==> src/rtl/array_multiplier_structural.sv <==
// Unsigned 4x4 array multiplier: AND-gate partial products summed by three
// ripple rows of half/full-adder cells, with a registered 8-bit product.

module half_adder (
  input  logic a,
  input  logic b,
  output logic s,
  output logic c
);

  assign s = a ^ b;
  assign c = a & b;

endmodule

module full_adder (
  input  logic a,
  input  logic b,
  input  logic cin,
  output logic s,
  output logic cout
);

  assign s    = a ^ b ^ cin;
  assign cout = (a & b) | (a & cin) | (b & cin);

endmodule

module array_multiplier_structural (
  input  logic       clk,
  input  logic       rst,
  input  logic [3:0] m,
  input  logic [3:0] q,
  output logic [7:0] p
);

  logic [3:0] pp    [4];
  logic [3:0] row_a [1:3];
  logic [3:0] row_s [1:3];
  logic [4:1] row_c [1:3];
  logic [7:0] sum;

  for (genvar i = 0; i < 4; i++) begin : g_pp
    assign pp[i] = m & {4{q[i]}};
  end

  // Row 1 adds to the upper bits of row 0; there is no carry yet, so its MSB input is 0.
  assign row_a[1] = {1'b0, pp[0][3:1]};

  for (genvar i = 2; i <= 3; i++) begin : g_row_in
    assign row_a[i] = {row_c[i-1][4], row_s[i-1][3:1]};
  end

  for (genvar i = 1; i <= 3; i++) begin : g_row
    for (genvar j = 0; j < 4; j++) begin : g_cell
      if (j == 0) begin : g_ha
        half_adder u_ha (
          .a (row_a[i][j]),
          .b (pp[i][j]),
          .s (row_s[i][j]),
          .c (row_c[i][j+1])
        );
      end else begin : g_fa
        full_adder u_fa (
          .a    (row_a[i][j]),
          .b    (pp[i][j]),
          .cin  (row_c[i][j]),
          .s    (row_s[i][j]),
          .cout (row_c[i][j+1])
        );
      end
    end
  end

  // Each row retires its LSB; the last row supplies bits 6:3 and its carry is bit 7.
  assign sum = {row_c[3][4], row_s[3], row_s[2][0], row_s[1][0], pp[0][0]};

  always_ff @(posedge clk) begin
    if (rst) begin
      p <= 8'h00;
    end else begin
      p <= sum;
    end
  end

endmodule

==> config.mk <==
export PLATFORM = sky130hd
export DESIGN_NAME = array_multiplier_structural
export DESIGN_NICKNAME = d
export VERILOG_FILES = /design/src/rtl/array_multiplier_structural.sv
export SDC_FILE = /design/constraint.sdc
export NUM_CORES = 1
export LEC_CHECK = 0
export BUFFER_PORTS_ARGS = -buffer_cell sky130_fd_sc_hd__buf_2
export CORE_ASPECT_RATIO = 0.9
export CORE_MARGIN = 2
export CORE_UTILIZATION = 35
export CTS_CLUSTER_SIZE = 16
export DETAILED_ROUTE_END_ITERATION = 10
export GPL_ROUTABILITY_DRIVEN = 0
export PLACE_DENSITY_LB_ADDON = 0.1
export RECOVER_POWER = 25
export SLEW_MARGIN = 20
export SYNTH_ARGS = -nofsm -noshare
export SYNTH_HDL_FRONTEND = slang
export SYNTH_SLANG_ARGS = --single-unit
==> constraint.sdc <==
create_clock -name clk -period 5.05 [get_ports clk]
set_input_delay 0.7575 -clock clk [delete_from_list [all_inputs] [get_ports clk]]
set_output_delay 0.7575 -clock clk [all_outputs]
set_load 0.01 [all_outputs]
==> flow_metrics.env <==
export IMPL_combPwrFrac=0.286
export IMPL_leakagePower_uw=0.000328
export IMPL_initial_utilization=0.367
export IMPL_dp_hpwl_um=700
export IMPL_wl_met1_um=373
export IMPL_io_buffers=17
export IMPL_wl_per_cell_um=8.91
export IMPL_cpMostUsedCell="fa_1"
export IMPL_grt_usage=0.114
export IMPL_netlist_instances=52
export IMPL_path_max_fanout=4
export IMPL_wirelength_um=775
export IMPL_cpLargestDelayFamily="adder cells"
export IMPL_worst_slack_ps=982
export IMPL_vias=365
export IMPL_coreArea_mm2=0.00143
export IMPL_viasPerCell=4.20
export IMPL_dr_pass1_iters=2
export IMPL_power_density_mw_per_mm2=255
export IMPL_clkTransAtPathRegs_ps=50
export IMPL_power_switching_uw=45.2
export IMPL_layout_drive_gt1_share=0.236
export IMPL_drv_slew=0
export IMPL_yosysTopAreaCellShare=0.305
export IMPL_fin_util=0.453
export IMPL_antenna_found_initial=0
export IMPL_grt_max_degree=9
export IMPL_hold_violations=0
export IMPL_clock_path_buffers=2
export IMPL_sw_frac_of_total=0.273
export IMPL_syn_area_um2=526
export IMPL_wl_met2_um=331
export IMPL_nets=96
export IMPL_grt_first_pass_wirelength_mm=1.46
export IMPL_die_area_mm2=0.00183
export IMPL_synth_seq_area_share=0.305
export IMPL_die_x_um=44.8
export IMPL_overflow=0
export IMPL_fmax_mhz=246
export IMPL_diodes=0
export IMPL_clockRootBuffer="clkbuf_4"
export IMPL_drc_errors=0
export IMPL_postCtsHoldBufs=0
export IMPL_htreeDepth=1
export IMPL_cts_tree="done"
export IMPL_worst_setup_path_start_kind="input pin"
export IMPL_die_h_um=40.8
export IMPL_cpPeakStageDelay_ps=490
export IMPL_top_regs="p (8)"
export IMPL_setup_viol=0
export IMPL_vdd_ir_drop_max_mv=0.0720
export IMPL_synth_seq_cells=8
export IMPL_post_cts_buffers=0
export IMPL_yosys_area_top_type="dfxtp_1"
export IMPL_ys_top_cells_by_area="dfxtp_1, fa_1, and2_1"
export IMPL_grt_pass1_vias=376
export IMPL_ios=18
export IMPL_wl_met3_um=70
export IMPL_tns_ps=0
export IMPL_ys_warn_count=0
export IMPL_yosysUniqueCellTypes=9
export IMPL_drv_cap=0
export IMPL_worstHoldPathType="in2reg"
export IMPL_avgSynthCellArea_um2=10.1
export IMPL_num_rows=13
export IMPL_cts_buffers=3
export IMPL_synth_nets=74
export IMPL_period_share=0.806
export IMPL_tightest_slew_ps=318
export IMPL_area_growth_pct=23.3
export IMPL_cts_sinks=8
export IMPL_status="finished clean"
export IMPL_ant_nets=0
export IMPL_finalCriticalPeriod_ps=4070
export IMPL_rsz0062_at_grt="false"
export IMPL_route_top_layer_used="met3"
export IMPL_critPathBufInv=4
export IMPL_power_frac_seq=0.439
export IMPL_cts_resized=0
export IMPL_crit_path_cell_trace="buf_2, and2_0, ha_1, fa_1, inv_1, fa_1, inv_1, fa_1, inv_1, fa_1, fa_1, fa_1, fa_1, nor2_1"
export IMPL_place_ws_ps=734
export IMPL_power_uw=165
export IMPL_top_register="p"
export IMPL_path_class="in2reg"
export IMPL_required_ps=5180
export IMPL_worstPathArrival_ps=4190
export IMPL_drt_iter0_markers=4
export IMPL_p_clk_frac=0.275
export IMPL_relSlewSlack=0.788
export IMPL_internal_power_uw=120
export IMPL_slowest_stage="fa_1"
export IMPL_largest_reg_flops=8
export IMPL_cp_end_kind="flip-flop"
routing by layer:
layer	vias up	GRT usage
met5	-	0
met4	0	0.0662
met3	0	0.0132
met2	15	0.192
met1	158	0.144
li1	192	-
area by class of cell:
| type | instances | area, um2 |
|---|---|---|
| well taps | 15 | 18.8 |
| fillers | 158 | 783 |
| clock buffers | 3 | 22.5 |
| repair buffers | 17 | 81.3 |
| inverters | 9 | 33.8 |
| flip-flops and latches | 8 | 160 |
| multi-input cells | 35 | 332 |
power by group through the flow:
stage	Clock, uW	Combinational (uW)	Sequential, uW
3_3_place_gp	0	48.4	73.8
4_1_cts	47.5	49.1	72.5
5_1_grt	49.6	56.1	73.2
2_1_floorplan	0	25.6	78.5
6_report	45.4	47.2	72.5
3_5_place_dp	0	48.3	73.7
logic make-up after synthesis:
kind of cell / share of synthesized area
buffers and inverters: 0.0643
AND/OR/NAND/NOR: 0.231
flip-flops: 0.305
adder cells (fa/ha/maj): 0.400
final timing paths:
kind  start               to  slack (ps)  cells past startpoint
max    q[0]  p[6]$_SDFF_PP0_         980                     14
min    q[0]  p[0]$_SDFF_PP0_         800                      2
Yosys cell counts:
| library cell | number |
|---|---|
| dfxtp_1 | 8 |
| ha_1 | 4 |
| and3b_1 | 1 |
| fa_1 | 8 |
| nor2_1 | 4 |
| inv_1 | 9 |
| nor2b_1 | 3 |
| nand2_1 | 6 |
| and2_1 | 9 |
cell usage in the layout (no fill, tap or decap):
master,n
clkbuf_1,3
and3b_1,1
clkbuf_4,3
nand2_1,6
and2_0,1
nor2b_1,3
nor2_1,4
buf_2,14
fa_1,8
ha_1,4
and2_1,8
inv_1,9
dfxtp_1,8
through the flow:
| step | std cells | cell area [um2] | hold WS, ps |
|---|---|---|---|
| floorplan | 52 | 526 | 824 |
| global placement | 84 | 629 | 1020 |
| detailed placement | 84 | 629 | 1020 |
| CTS | 87 | 652 | 758 |
| global route | 87 | 648 | 825 |
| finish | 87 | 648 | 805 |
Power figures use the tool's default switching activity.
